## config.mk

```make
export PLATFORM = sky130hd
export DESIGN_NAME = pc_sequencer
export DESIGN_NICKNAME = d
export VERILOG_FILES = /design/src/rtl/pc_sequencer.sv
export SDC_FILE = /design/constraint.sdc
export NUM_CORES = 1
export LEC_CHECK = 0
export ABC_AREA = 1
export BUFFER_PORTS_ARGS = -buffer_cell sky130_fd_sc_hd__buf_2
export CAP_MARGIN = 20
export CORE_MARGIN = 2
export CORE_UTILIZATION = 50
export DETAILED_ROUTE_END_ITERATION = 8
export GPL_TIMING_DRIVEN = 1
export PLACE_DENSITY = 0.74
export SETUP_SLACK_MARGIN = 0.3
export SLEW_MARGIN = 40
export SYNTH_ARGS = -nofsm -noshare
export SYNTH_HDL_FRONTEND = slang
export SYNTH_SLANG_ARGS = --single-unit
```

## constraint.sdc

```tcl
create_clock -name clk -period 3 [get_ports clk]
set_input_delay 0.45 -clock clk [delete_from_list [all_inputs] [get_ports clk]]
set_output_delay 0.45 -clock clk [all_outputs]
set_load 0.01 [all_outputs]
```

## src/rtl/pc_sequencer.sv

```systemverilog
// Next-PC selection and return-address stack for the core front end.
// Chooses branch, stall, return, call, jump, halt or sequential fetch each cycle and registers it.
module pc_sequencer #(
    parameter int unsigned      WIDTH     = 8,
    parameter logic [WIDTH-1:0] RESET_VEC = '0,
    parameter int unsigned      RAS_DEPTH = 4
) (
    input  logic             clk,
    input  logic             rst_n,
    input  logic             stall,
    input  logic             br_taken,
    input  logic [WIDTH-1:0] br_target,
    input  logic             jmp,
    input  logic [WIDTH-1:0] jmp_target,
    input  logic             call,
    input  logic [WIDTH-1:0] call_target,
    input  logic [WIDTH-1:0] link_addr,
    input  logic             ret,
    input  logic             halt,
    input  logic             resume,
    output logic [WIDTH-1:0] pc,
    output logic [WIDTH-1:0] pcnext,
    output logic             fetch_valid,
    output logic             flush,
    output logic             ras_err,
    output logic [1:0]       state
);

    localparam int unsigned PTR_W = (RAS_DEPTH > 1) ? $clog2(RAS_DEPTH) : 1;
    localparam int unsigned CNT_W = PTR_W + 1;

    typedef enum logic [1:0] {
        S_BOOT = 2'b00,
        S_RUN  = 2'b01,
        S_HALT = 2'b10
    } state_e;

    state_e             state_q, state_d;
    logic [WIDTH-1:0]   pc_q;
    logic               flush_q, flush_d;
    logic               ras_err_q;
    logic [WIDTH-1:0]   stack_q [RAS_DEPTH];
    logic [PTR_W-1:0]   sp_q;
    logic [CNT_W-1:0]   cnt_q;

    logic               push, pop, err_set;
    logic               ras_empty, ras_full;
    logic [PTR_W-1:0]   top_idx;
    logic [WIDTH-1:0]   pc_inc;

    assign ras_empty = (cnt_q == '0);
    assign ras_full  = (cnt_q == CNT_W'(RAS_DEPTH));
    assign top_idx   = sp_q - PTR_W'(1);
    assign pc_inc    = pc_q + WIDTH'(1);

    // State register
    always_ff @(posedge clk or negedge rst_n) begin
        if (!rst_n) begin
            state_q <= S_BOOT;
        end else begin
            state_q <= state_d;
        end
    end

    // Next-state logic: halt only wins in RUN when nothing of higher priority is present
    always_comb begin
        state_d = state_q;
        case (state_q)
            S_BOOT: state_d = S_RUN;
            S_RUN: begin
                if (!br_taken && !stall && !ret && !call && !jmp && halt) begin
                    state_d = S_HALT;
                end
            end
            S_HALT: begin
                if (br_taken || resume) begin
                    state_d = S_RUN;
                end
            end
            default: state_d = S_BOOT;
        endcase
    end

    // Output / datapath control: next-PC source and stack operation
    always_comb begin
        pcnext  = pc_q;
        flush_d = 1'b0;
        push    = 1'b0;
        pop     = 1'b0;
        err_set = 1'b0;
        case (state_q)
            S_RUN: begin
                if (br_taken) begin
                    pcnext  = br_target;
                    flush_d = 1'b1;
                end else if (stall) begin
                    pcnext = pc_q;
                end else if (ret) begin
                    if (ras_empty) begin
                        pcnext  = pc_inc;
                        err_set = 1'b1;
                    end else begin
                        pcnext = stack_q[top_idx];
                        pop    = 1'b1;
                    end
                end else if (call) begin
                    pcnext  = call_target;
                    push    = 1'b1;
                    err_set = ras_full;
                end else if (jmp) begin
                    pcnext = jmp_target;
                end else if (halt) begin
                    pcnext = pc_q;
                end else begin
                    pcnext = pc_inc;
                end
            end
            S_HALT: begin
                if (br_taken) begin
                    pcnext  = br_target;
                    flush_d = 1'b1;
                end
            end
            default: pcnext = pc_q;
        endcase
    end

    // PC, flush, error and circular return-address stack
    always_ff @(posedge clk or negedge rst_n) begin
        if (!rst_n) begin
            pc_q      <= RESET_VEC;
            flush_q   <= 1'b0;
            ras_err_q <= 1'b0;
            sp_q      <= '0;
            cnt_q     <= '0;
            for (int i = 0; i < int'(RAS_DEPTH); i++) begin
                stack_q[i] <= '0;
            end
        end else begin
            pc_q    <= pcnext;
            flush_q <= flush_d;
            if (err_set) begin
                ras_err_q <= 1'b1;
            end
            if (push) begin
                stack_q[sp_q] <= link_addr;
                sp_q          <= sp_q + PTR_W'(1);
                if (!ras_full) begin
                    cnt_q <= cnt_q + CNT_W'(1);
                end
            end else if (pop) begin
                sp_q  <= top_idx;
                cnt_q <= cnt_q - CNT_W'(1);
            end
        end
    end

    assign pc          = pc_q;
    assign flush       = flush_q;
    assign ras_err     = ras_err_q;
    assign state       = state_q;
    assign fetch_valid = (state_q == S_RUN) && !flush_q;

endmodule

```

==> qor.yml <==
route:
  routed_wl_um: 8592
  antenna_left: 0
  drc_errors: 0
  dr_total_vias: 3181
  drtIter0Drc: 206
  first_pass_iters: 7
  via_per_inst: 5.484
  wl_per_cell_um: 14.81
die:
  initial_utilization_pct: 52.16
  ios: 62
  die_h_um: 82.83
  fp.dieArea_mm2: 0.006860
  fp-row-count: 28
  core_area_mm2: 0.005956
  fp.dieW_um: 82.83
timing:
  hold_violations: 0
  skew_ns: 0.01169
  period_share_pct: 89.50
  tightest_slew_ns: 0.6212
  timing.fmax_mhz: 372.5
  setup_viol: 0
  finalSetupTns_ns: 0
  maxSlewViolCount: 0
  fin_crit_ns: 2.685
  rsz0062_at_grt: "true"
  relSlewSlack_pct: 58.59
logic_synthesis:
  yosys_register_bits: 49
  yosysSeqAreaShare_pct: 39.47
  yosysWarnings: 0
  async_flop_share_pct: 100.0
  syn-cell-area_mm2: 0.003107
  synth_fp_nets: 495
  synth-edff-count: 0
  synthDistinctLibCells: 40
  ys.flop_type: "dfrtp_1"
  syn_inst: 444
  syn_avg_cell_area_um2: 6.997
clock_tree:
  cts_tree: "built"
  cts_buffers: 5
  htreeDepth: 2
  clk_pin_slew_ns: 0.09
  clockBufferDepth: 2
  postCtsHoldBufs: 0
  cts_root_buf: "clkbuf_8"
  clock_latency_ns: 0.31
  clock-sinks: 49
setup_path:
  endpoint_kind: "primary output"
  timing.reg2reg.setup_slack_ns: 0.85
  crit_fanout: 6
  worst_ep_arrival_time_ns: 2.23
  r2r-start: "state[1]"
  reg2regPathDepth: 10
  criticalPathCategory: "flop to primary output"
  startpoint: "sp_q[0]"
  worstSetupStartpointType: "flop"
  crit_required_ns: 2.55
  reg2reg_to: "cnt_q[2]"
pwr:
  p_sw_share_pct: 46.20
  p_total_w: 0.003862
  power_frac_seq_pct: 32.5
  combPwrFrac_pct: 55.4
  peakVddDrop_v: 0.0005473
  powerDensity_mw_per_mm2: 1057
  p_clk_share_pct: 12.1
  leakage_nw: 1.900
  power.internal_w: 0.002078
  netSwitchingPower_w: 0.001784
outcome:
  outcome: "complete, no violations"
cells_and_area:
  fillers: 541
  nets: 556
  antenna_cells: 0
  syn_to_final_growth_pct: 17.60
  layout-drive-gt1-share_pct: 24.55
flow_run:
  cap_violations: 0
placement:
  io_buffers: 61
  globalplace.congestion: 0.9936
  hpwl_um: 6115
global_route:
  antenna_found_initial: 0
  grt_max_degree: 50
  grt.overflow.total: 0
  grt_first_pass_wirelength_um: 14200
  grt.total_usage_pct: 24.80
  grt_pass1_vias: 3041
hold_path:
  min_path_type: "input port to async pin"
## layout make-up
cell class / count / area, um2 / share of cell area (%)
Multi-Input combinational cell: 340 / 1685 / 46.13
Tap cell: 75 / 93.84 / 2.568
Clock buffer: 5 / 68.82 / 1.884
Clock inverter: 2 / 35.03 / 0.9589
Inverter: 37 / 143.9 / 3.938
Timing Repair Buffer: 72 / 394.1 / 10.79
Sequential cell: 49 / 1232 / 33.73
## power by group through the flow
stage	Combinational [W]	Clock (W)	Sequential (W)
floorplan	0.00131	0	0.00119
global placement	0.00181	0	0.00124
detailed placement	0.00186	0	0.00125
CTS	0.00190	0.000479	0.00124
global route	0.00238	0.000507	0.00129
finish	0.00214	0.000469	0.00125
## cells in the mapped netlist (2+ instances only)
cell	instances	area [um2]
nand2_1	151	566.8
dfrtp_1	49	1226
o21ai_1	47	235.2
nor2_1	39	146.4
a21oi_1	29	145.1
inv_1	24	90.09
o21ai_0	18	90.09
nand3_1	12	60.06
buf_2	11	55.05
inv_2	10	37.54
ha_1	9	112.6
nand2_2	5	31.28
xor2_1	4	35.03
buf_6	3	33.78
nor2_2	3	18.77
a22oi_1	2	15.01
buf_1	2	7.510
clkinv_1	2	7.510
o221ai_1	2	17.52
o22ai_1	2	12.51
## flip-flops by register name, indices dropped and copies added (netlist names)
name	flops
sp_q	2
stack_q	32
ras_err	1
cnt_q	3
flush	1
state	2
pc	8
## per-stage QoR
step	cell area (um2)	setup WS, ns	util, %	hold slack [ns]	cells
final	3654	0.3151	61.34	0.1538	580
after CTS	3542	0.3105	59.47	0.1787	572
after floorplan	3107	0.5470	-	0.1544	444
after detailed placement	3423	0.4480	57.48	0.4444	565
after global routing	3654	0.1757	61.34	0.2185	580
after global placement	3421	0.5647	57.44	0.4417	565
## cell families after synthesis
logic type / Yosys count / synth area share, %
simple gates: 217 / 28.15
compound gates: 108 / 18.65
buf+inv: 55 / 7.974
flops: 49 / 39.47
fa+ha+maj: 10 / 4.269
xor+xnor: 4 / 1.128
mux: 1 / 0.3624
## critical path, cell delays in order, from the launching register on
cell	delay, ns
dfrtp_1	0.39
clkinv_2	0.09
ha_4	0.31
buf_6	0.12
o21ai_1	0.06
nor2_1	0.16
nor3_1	0.09
nor2_1	0.10
o21ai_1	0.10
nand2_1	0.07
nand2_1	0.05
nand2_1	0.05
nand2_1	0.06
a21oi_2	0.13
buf_2	0.14
## layer usage
| layer | global-route usage [%] | routed length [um] | vias to the layer above |
|---|---|---|---|
| met2 | 40.54 | 4053 | 137 |
| met1 | 32.42 | 3667 | 1463 |
| met5 | 0 | 0 | - |
| li1 | - | - | 1556 |
| met4 | 9.240 | 251 | 0 |
| met3 | 5.268 | 618 | 25 |
## layout by cell type, fill, tap and decap left out, types with 11 or more instances in the layout
cell type / n
a21oi_1: 24
buf_4: 11
inv_2: 13
nor2_1: 37
nand2_1: 150
o21ai_0: 17
o21ai_1: 47
inv_1: 22
nand3_1: 11
buf_2: 60
dfrtp_1: 44
## repair_timing
action	in CTS	in global routing
pin swaps	0	7
gates cloned	0	0
setup buffers	0	8
endpoints found under the setup margin	8	8
gates resized for setup	5	22
## how the worst max path moves through the flow
| stage | cells after the start | endpoint |
|---|---|---|
| floorplan | 13 | pcnext[6] |
| global placement | 14 | pcnext[2] |
| detailed placement | 14 | pcnext[2] |
| CTS | 15 | pcnext[4] |
| global route | 14 | pcnext[2] |
| finish | 14 | pcnext[2] |
No activity file was read; power rests on OpenSTA's default activity.
